<file path="config.mk">
export PLATFORM = sky130hd
export DESIGN_NAME = instr_encoder
export DESIGN_NICKNAME = d
export VERILOG_FILES = /design/src/rtl/instr_encoder.sv
export SDC_FILE = /design/constraint.sdc
export NUM_CORES = 1
export LEC_CHECK = 0
export CORE_AREA = 2 2 167 169
export DETAILED_ROUTE_END_ITERATION = 16
export DIE_AREA = 0 0 169 171
export GPL_TIMING_DRIVEN = 0
export SYNTH_ARGS = -nofsm -noshare
export SYNTH_HDL_FRONTEND = slang
export SYNTH_SLANG_ARGS = --single-unit
</file>
<file path="constraint.sdc">
create_clock -name clk -period 6.4 [get_ports clk]
set_input_delay 0.64 -clock clk [delete_from_list [all_inputs] [get_ports clk]]
set_output_delay 0.64 -clock clk [all_outputs]
set_load 0.1 [all_outputs]
</file>
<file path="src/rtl/instr_encoder.sv">
// instr_encoder: packs decoded RV32I fields and a 32-bit immediate into an instruction word, checks the immediate, and buffers results in a FIFO
// in_*  : field bundle with valid/ready handshake (in_fmt 0=R 1=I 2=S 3=B 4=U 5=J)
// out_* : FIFO head, encoded word plus error code (0 ok, 1 bad fmt, 2 out of range, 3 misaligned)
// cnt_ok / cnt_err : saturating counts of accepted good / error bundles
module instr_encoder #(
    parameter int DEPTH = 4,
    parameter int CNT_W = 16
) (
    input  logic             clk,
    input  logic             rst_n,
    input  logic             in_valid,
    output logic             in_ready,
    input  logic [2:0]       in_fmt,
    input  logic [6:0]       in_opcode,
    input  logic [4:0]       in_rd,
    input  logic [4:0]       in_rs1,
    input  logic [4:0]       in_rs2,
    input  logic [2:0]       in_funct3,
    input  logic [6:0]       in_funct7,
    input  logic [31:0]      in_imm,
    output logic             out_valid,
    input  logic             out_ready,
    output logic [31:0]      out_instr,
    output logic [1:0]       out_err,
    output logic [CNT_W-1:0] cnt_ok,
    output logic [CNT_W-1:0] cnt_err
);
    localparam int AW = $clog2(DEPTH);
    logic signed [31:0] simm;
    logic               bad, mis, rng;
    logic [1:0]         err;
    logic [31:0]        enc, instr;
    logic [31:0]        mem_instr [DEPTH];
    logic [1:0]         mem_err [DEPTH];
    logic [AW-1:0]      wp, rp;
    logic [AW:0]        cnt;
    logic               rdy, full, empty, push, pop;
    assign simm = in_imm;
    always_comb begin
        bad = in_fmt > 3'd5;
        mis = ((in_fmt == 3'd3 || in_fmt == 3'd5) && in_imm[0]) || (in_fmt == 3'd4 && in_imm[11:0] != 12'd0);
        rng = (in_fmt == 3'd1 || in_fmt == 3'd2) ? (simm < -32'sd2048 || simm > 32'sd2047) :
              (in_fmt == 3'd3) ? (simm < -32'sd4096 || simm > 32'sd4094) :
              (in_fmt == 3'd5) ? (simm < -32'sd1048576 || simm > 32'sd1048574) : 1'b0;
        err = bad ? 2'd1 : mis ? 2'd3 : rng ? 2'd2 : 2'd0;
        enc = (in_fmt == 3'd0) ? {in_funct7, in_rs2, in_rs1, in_funct3, in_rd, in_opcode} :
              (in_fmt == 3'd1) ? {in_imm[11:0], in_rs1, in_funct3, in_rd, in_opcode} :
              (in_fmt == 3'd2) ? {in_imm[11:5], in_rs2, in_rs1, in_funct3, in_imm[4:0], in_opcode} :
              (in_fmt == 3'd3) ? {in_imm[12], in_imm[10:5], in_rs2, in_rs1, in_funct3, in_imm[4:1], in_imm[11], in_opcode} :
              (in_fmt == 3'd4) ? {in_imm[31:12], in_rd, in_opcode} :
                                 {in_imm[20], in_imm[10:1], in_imm[11], in_imm[19:12], in_rd, in_opcode};
        instr = (err != 2'd0) ? 32'd0 : enc;
    end
    assign full      = cnt == (AW+1)'(DEPTH);
    assign empty     = cnt == '0;
    // rdy holds in_ready low until the first edge after reset release
    assign in_ready  = rdy && !full;
    assign out_valid = !empty;
    assign push      = in_valid && in_ready;
    assign pop       = out_valid && out_ready;
    assign out_instr = empty ? 32'd0 : mem_instr[rp];
    assign out_err   = empty ? 2'd0 : mem_err[rp];
    always_ff @(posedge clk) begin
        if (push) begin
            mem_instr[wp] <= instr;
            mem_err[wp]   <= err;
        end
    end
    always_ff @(posedge clk or negedge rst_n) begin
        if (!rst_n) begin
            wp      <= '0;
            rp      <= '0;
            cnt     <= '0;
            rdy     <= 1'b0;
            cnt_ok  <= '0;
            cnt_err <= '0;
        end else begin
            rdy <= 1'b1;
            cnt <= cnt + (AW+1)'(push) - (AW+1)'(pop);
            if (push) wp <= wp + AW'(1);
            if (pop) rp <= rp + AW'(1);
            if (push && err == 2'd0 && cnt_ok != '1) cnt_ok <= cnt_ok + CNT_W'(1);
            if (push && err != 2'd0 && cnt_err != '1) cnt_err <= cnt_err + CNT_W'(1);
        end
    end
endmodule

</file>
==> impl_metrics.env, run 1 <==
export IMPL_start_util_pct=29.4
export IMPL_use_met1_pct=19.0
export IMPL_critPathLaunch="rp[1]"
export IMPL_synthArstFlopShare_pct=22.7
export IMPL_synth_seq_cells=176
export IMPL_ys_warn_count=0
export IMPL_r2r_end="cnt[2]"
export IMPL_syn_inst=556
export IMPL_synth_compound_area_share_pct=4.81
export IMPL_grt_pass1_wl_um=31200
export IMPL_crit_chain="clkbuf_1, clkbuf_1, mux4_2, and2_1, clkdlybuf4s50_1"
export IMPL_path_buf_inv=3
export IMPL_clk_path_buf_depth=2
export IMPL_synth_top_family_by_area="simple AND/OR/NAND/NOR gates"
export IMPL_startpoint_type="flip-flop"
export IMPL_drt_iter0_markers=352
export IMPL_grt_pass1_vias=5444
export IMPL_drt_total_wl_um=20700
export IMPL_min_period_ns=4.17
export IMPL_fin_setup_tns_ns=0
export IMPL_synth_xor_area_share_pct=3.27
export IMPL_drt_first_pass_iters=5
export IMPL_overflow=0
export IMPL_synth_mux_area_share_pct=12.1
export IMPL_finalClockSkew_ns=0.0136
export IMPL_yosysUniqueCellTypes=54
export IMPL_syn_area_um2=8030
export IMPL_finalHoldViolations=0
export IMPL_wl_per_cell_um=19.2
export IMPL_total_leakage_power_nw=3.74
export IMPL_mostFrequentLayoutCell="clkdlybuf4s50_1"
export IMPL_final_layout_size_suffix_gt1_share_pct=13.3
export IMPL_synth_edf_count=136
export IMPL_postSynthNetCount=636
export IMPL_path_class="reg2out"
export IMPL_final_nets=798
export IMPL_setup_viol=0
export IMPL_areaGrowthSynthToFinish_pct=31.2
export IMPL_met2_usage_pct=24.1
export IMPL_cp_data_required_time_ns=5.76
export IMPL_cp_common_cell="clkbuf_1"
export IMPL_ff2ff_setup_slack_ns=3.38
export IMPL_drc=0
export IMPL_vias_per_cell=4.91
export IMPL_grt_antenna_before_repair=1
export IMPL_use_met3_pct=3.52
export IMPL_cts_tree="yes"
export IMPL_p_per_area_nw_per_um2=487
export IMPL_ys_seq_area_share_pct=63.3
export IMPL_vias=5295
export IMPL_dieArea_um2=28900
export IMPL_dp_hpwl_um=14800
export IMPL_rsz0062_at_grt="false"
export IMPL_io_pins=139
export IMPL_cts_sinks=176
export IMPL_slew_headroom_pct=28.1
export IMPL_postCtsHoldBufs=0
export IMPL_numCtsBuffers=17
export IMPL_worstRegToRegCells=12
export IMPL_die_w_um=169
export IMPL_cts_setup_buffers=0
export IMPL_cts_resized=0
export IMPL_p_total_w=0.00513
export IMPL_finalCritPeriodShare_pct=65.2
export IMPL_worstSetupEndpointType="primary output"
export IMPL_die_y_um=171
export IMPL_status="complete, no violations"
export IMPL_synth_simple_area_share_pct=13.0
export IMPL_place_congestion=0.814
export IMPL_critPathArrivalTime_ns=3.53
export IMPL_cp_top_family="buffers and inverters"
export IMPL_portBuffers=138
export IMPL_fmax_mhz=240
export IMPL_synth_area_per_cell_um2=14.4
export IMPL_synthAdderAreaFrac_pct=1.50
export IMPL_clk_latency_ns=0.44
export IMPL_maxSlewViolCount=0
export IMPL_core_um2=27300
export IMPL_detail_route_antenna_nets=0
export IMPL_grt_start_max_net_pins=28
export IMPL_tightest_slew_ns=1.08
export IMPL_endpoint="out_instr[30]"
export IMPL_crit_fanout=10
export IMPL_r2r_start="cnt[1]"
export IMPL_num_rows=61
export IMPL_drv_cap=0
export IMPL_hold_path_class="in2async"
export IMPL_grt_busiest_layer="met2"
export IMPL_synthFlopType="edfxtp_1"
export IMPL_slowest_stage="clkdlybuf4s50_1"
export IMPL_cts_root_buffer="clkbuf_16"
export IMPL_grtUsageTotal_pct=14.5
export IMPL_cp_slowest_stage_delay_ns=1.20
export IMPL_htree_levels=4
export IMPL_cp_depth=5
export IMPL_vdd_drop_max_mv=0.328
export IMPL_final_cell_mix="clkdlybuf4s50_1 (137), edfxtp_1 (136), and2_1 (44)"
export IMPL_clk_pin_slew_ns=0.07
[logic make-up (layout without fill, tap and decap cells)]
kind of cell	Yosys count	count (layout)
compound gates	54	54
fa+ha+maj	9	9
mux	54	54
simple gates	194	194
xor+xnor	30	30
flops	176	176
buf+inv	38	213
other cells	1	2
[cell usage after synthesis, types with 11 or more instances]
master | n | share of area (%)
a21oi_1 | 12 | 0.75
and2_1 | 44 | 3.4
clkbuf_1 | 16 | 0.75
dfrtp_1 | 40 | 12
edfxtp_1 | 136 | 51
inv_1 | 11 | 0.51
mux2i_1 | 15 | 1.9
mux4_2 | 34 | 9.5
nand2_1 | 33 | 1.5
nand3_1 | 14 | 0.87
nand4_1 | 20 | 1.6
nor2_1 | 36 | 1.7
nor3_1 | 15 | 0.93
xnor2_1 | 17 | 1.9
xor2_1 | 13 | 1.4
[worst min-delay path by stage]
stage | end | startpoint | slack (ns)
floorplan | cnt[0] | rst_n | 0.34
global placement | cnt[2] | cnt[2] | 0.48
detailed placement | cnt_ok[13] | cnt_ok[13] | 0.48
CTS | cnt_ok[0] | rst_n | 0.13
global route | cnt_ok[0] | rst_n | 0.15
finish | cnt_ok[1] | rst_n | 0.14
[sequential cells by signal, summed over array words and instances, names as in the netlist]
signal     cells
mem_err        8
cnt            3
mem_instr    128
rdy            1
cnt_err       16
wp             2
cnt_ok        16
rp             2
[layer usage]
layer | wire length (um) | part of all wire, % | vias to the layer above
met5 | 0 | 0 | -
met4 | 259 | 1.3 | 0
met2 | 9870 | 48 | 169
met3 | 1300 | 6.3 | 18
li1 | - | - | 2456
met1 | 9290 | 45 | 2652
[where the power goes]
| part | total (W) | internal [W] | switching (W) |
|---|---|---|---|
| clock | 0.00102 | 0.000524 | 0.000497 |
| combinational | 0.00265 | 0.000736 | 0.00191 |
| sequential | 0.00146 | 0.00139 | 0.0000718 |
[metrics by stage]
stage | util, % | worst slack (ns) | instances | instance area, um2 | hold slack, ns
after floorplan | - | 1.65 | 556 | 8030 | 0.344
after global placement | 36.0 | 2.57 | 1040 | 9850 | 0.477
after detailed placement | 36.4 | 2.56 | 1045 | 9950 | 0.479
after CTS | 38.6 | 2.08 | 1077 | 10500 | 0.129
after global routing | 38.6 | 2.01 | 1077 | 10500 | 0.152
final | 38.6 | 2.23 | 1078 | 10500 | 0.137
[area by class of cell]
class	instances	area, um2
repair buffers	143	1480
multi-input cells	342	2800
flip-flops and latches	176	5080
clock buffers	17	425
inverters	12	45.0
diodes	1	2.50
well taps	346	433
plain buffers	26	113
fillers	2636	16800
clock inverters	15	161
No activity file was read; power rests on OpenSTA's default activity.
==> inputs of run 2 (changes only) <==
==> constraint.sdc (replaced) <==
create_clock -name clk -period 4.2 [get_ports clk]
set_input_delay 0.42 -clock clk [delete_from_list [all_inputs] [get_ports clk]]
set_output_delay 0.42 -clock clk [all_outputs]
set_load 0.1 [all_outputs]
==> run 2 against run 1 <==
Against the previous run: clock skew is 0.0011 ns lower; die area stayed put; flip-flop and latch count is the same; sequential share of layout area decreased by 0.080 points; setup slack worse by 1.9 ns; final cell count rose by 0.19%; combinational power up 53%; worst hold slack improved by 0.30 ns; clock power is 52% higher; power increased by 52%; routed wire length is 1.6% higher; design area up 0.17%; critical endpoint is now out_instr[11]; highest routed layer unchanged.
==> impl_metrics.env, run 2 (same netlist as run 1, synthesis figures left out) <==
export IMPL_drt_total_wl_um=21000
export IMPL_cp_top_family="buffers and inverters"
export IMPL_slowest_stage="clkdlybuf4s50_1"
export IMPL_path_class="reg2out"
export IMPL_clk_path_buf_depth=2
export IMPL_num_rows=61
export IMPL_crit_chain="buf_2, buf_1, mux4_2, and2_1, clkdlybuf4s50_1"
export IMPL_vias_per_cell=4.94
export IMPL_clk_latency_ns=0.43
export IMPL_htree_levels=4
export IMPL_cts_sinks=176
export IMPL_overflow=0
export IMPL_final_layout_size_suffix_gt1_share_pct=13.3
export IMPL_die_w_um=169
export IMPL_largest_reg_flops=128
export IMPL_crit_fanout=10
export IMPL_grt_start_max_net_pins=28
export IMPL_top_register="mem_instr"
export IMPL_ff2ff_setup_slack_ns=1.34
export IMPL_p_per_area_nw_per_um2=742
export IMPL_final_cell_mix="clkdlybuf4s50_1 (137), edfxtp_1 (136), and2_1 (44)"
export IMPL_wl_per_cell_um=19.5
export IMPL_r2r_start="cnt[1]"
export IMPL_total_leakage_power_nw=3.74
export IMPL_finalClockSkew_ns=0.0125
export IMPL_clk_pin_slew_ns=0.07
export IMPL_place_area_um2=9950
export IMPL_cp_data_required_time_ns=3.78
export IMPL_fmax_mhz=256
export IMPL_min_period_ns=3.90
export IMPL_io_pins=139
export IMPL_r2r_end="cnt[2]"
export IMPL_cts_root_buffer="clkbuf_16"
export IMPL_maxSlewViolCount=0
export IMPL_grt_pass1_wl_um=31800
export IMPL_finalCritPeriodShare_pct=93.0
export IMPL_grt_antenna_before_repair=2
export IMPL_n_fill_cell=2583
export IMPL_finalHoldViolations=0
export IMPL_rsz0062_at_grt="false"
export IMPL_cts_tree="yes"
export IMPL_startpoint_type="flip-flop"
export IMPL_core_um2=27300
export IMPL_vias=5339
export IMPL_fin_setup_tns_ns=0
export IMPL_tightest_slew_ns=1.04
export IMPL_grtUsageTotal_pct=14.9
export IMPL_drv_cap=0
export IMPL_mostFrequentLayoutCell="clkdlybuf4s50_1"
export IMPL_drt_first_pass_iters=5
export IMPL_largestRegisters="mem_instr (128), cnt_err (16), cnt_ok (16)"
export IMPL_place_congestion=0.822
export IMPL_grt_pass1_vias=5436
export IMPL_final_nets=799
export IMPL_worstSetupEndpointType="primary output"
export IMPL_setup_viol=0
export IMPL_start_util_pct=29.4
export IMPL_drc=0
export IMPL_drt_iter0_markers=349
export IMPL_portBuffers=138
export IMPL_cp_depth=5
export IMPL_endpoint="out_instr[11]"
export IMPL_hold_path_class="in2async"
export IMPL_critPathLaunch="rp[0]"
export IMPL_dp_hpwl_um=14900
export IMPL_numCtsBuffers=17
export IMPL_critPathArrivalTime_ns=3.48
export IMPL_areaGrowthSynthToFinish_pct=31.4
export IMPL_cp_slowest_stage_delay_ns=0.97
export IMPL_vdd_drop_max_mv=0.545
export IMPL_dieArea_um2=28900
export IMPL_detail_route_antenna_nets=0
export IMPL_slew_headroom_pct=30.4
export IMPL_cts_setup_buffers=0
export IMPL_worstRegToRegCells=12
export IMPL_path_buf_inv=3
export IMPL_die_y_um=171
export IMPL_design_area_um2=10600
export IMPL_status="complete, no violations"
==> run 2: worst min path at each step <==
| stage | startpoint | end | slack (ns) | cells after the start |
|---|---|---|---|---|
| 6_report | rst_n | cnt_ok[1] | 0.43 | 2 |
| 5_1_grt | rst_n | cnt_err[1] | 0.45 | 2 |
| 4_1_cts | rst_n | cnt_ok[1] | 0.42 | 2 |
| 3_5_place_dp | rst_n | cnt_ok[1] | 0.35 | 1 |
| 3_3_place_gp | cnt_ok[13] | cnt_ok[13] | 0.48 | 1 |
| 2_1_floorplan | rst_n | cnt[0] | 0.12 | 0 |
==> run 2: worst reg2reg max path, stage by stage (launching register included) <==
cell      delay [ns]
dfrtp_1         0.44
nor2_1          0.07
a21boi_1        0.32
and2_1          0.18
clkbuf_1        0.31
inv_2           0.21
ha_1            0.33
inv_1           0.06
ha_1            0.12
inv_1           0.05
fa_1            0.39
xnor2_1         0.18
xnor2_1         0.13
==> run 2: cell type report <==
type / instances / area (um2) / share of cell area [%]
clock buffer: 17 / 425 / 4.03
antenna: 2 / 5.00 / 0.0474
sequential: 176 / 5080 / 48.2
inverter: 12 / 45.0 / 0.427
tap: 346 / 433 / 4.10
timing repair buffer: 144 / 1490 / 14.1
buffer: 26 / 119 / 1.13
multi-input combinational: 342 / 2800 / 26.5
clock inverter: 15 / 160 / 1.52
==> run 2: repair_timing <==
item / CTS / global route
hold buffers: 1 / 0
setup endpoints to repair: 0 / 2
gates resized for setup: 0 / 1
hold endpoints to repair: 13 / 0
==> run 2: layer usage <==
layer  wire [um]  vias up  global-route usage (%)
met5           0        -                       0
met4         224        0                    3.79
met3        1500       18                    4.28
met2       10100      176                    24.4
met1        9240     2678                    19.5
li1            -     2467                       -
==> run 2: metrics by stage <==
stage	utilization, %	setup WS, ns	instances	hold WS [ns]	total power (W)
floorplan	-	0.299	556	0.124	0.00533
CTS	38.6	0.135	1078	0.423	0.00791
detailed placement	36.4	0.599	1045	0.350	0.00636
finish	38.6	0.296	1080	0.432	0.00783
global placement	36.0	0.629	1040	0.477	0.00632
global route	38.6	0.0395	1078	0.450	0.00813
==> run 2: power breakdown <==
part	switching [W]	total, W	internal, W
Clock	0.000751	0.00155	0.000798
Sequential	0.000108	0.00223	0.00212
Combinational	0.00292	0.00405	0.00113
==> inputs of run 3 (changes only) <==
--- a/config.mk
+++ b/config.mk
@@ -6,6 +6,7 @@
 export NUM_CORES = 1
 export LEC_CHECK = 0
 export CORE_AREA = 2 2 167 169
+export CTS_CLUSTER_DIAMETER = 80
 export DETAILED_ROUTE_END_ITERATION = 16
 export DIE_AREA = 0 0 169 171
 export GPL_TIMING_DRIVEN = 0
==> results of run 3 <==
The final DEF is identical to that of run 2; final timing and power are the same.
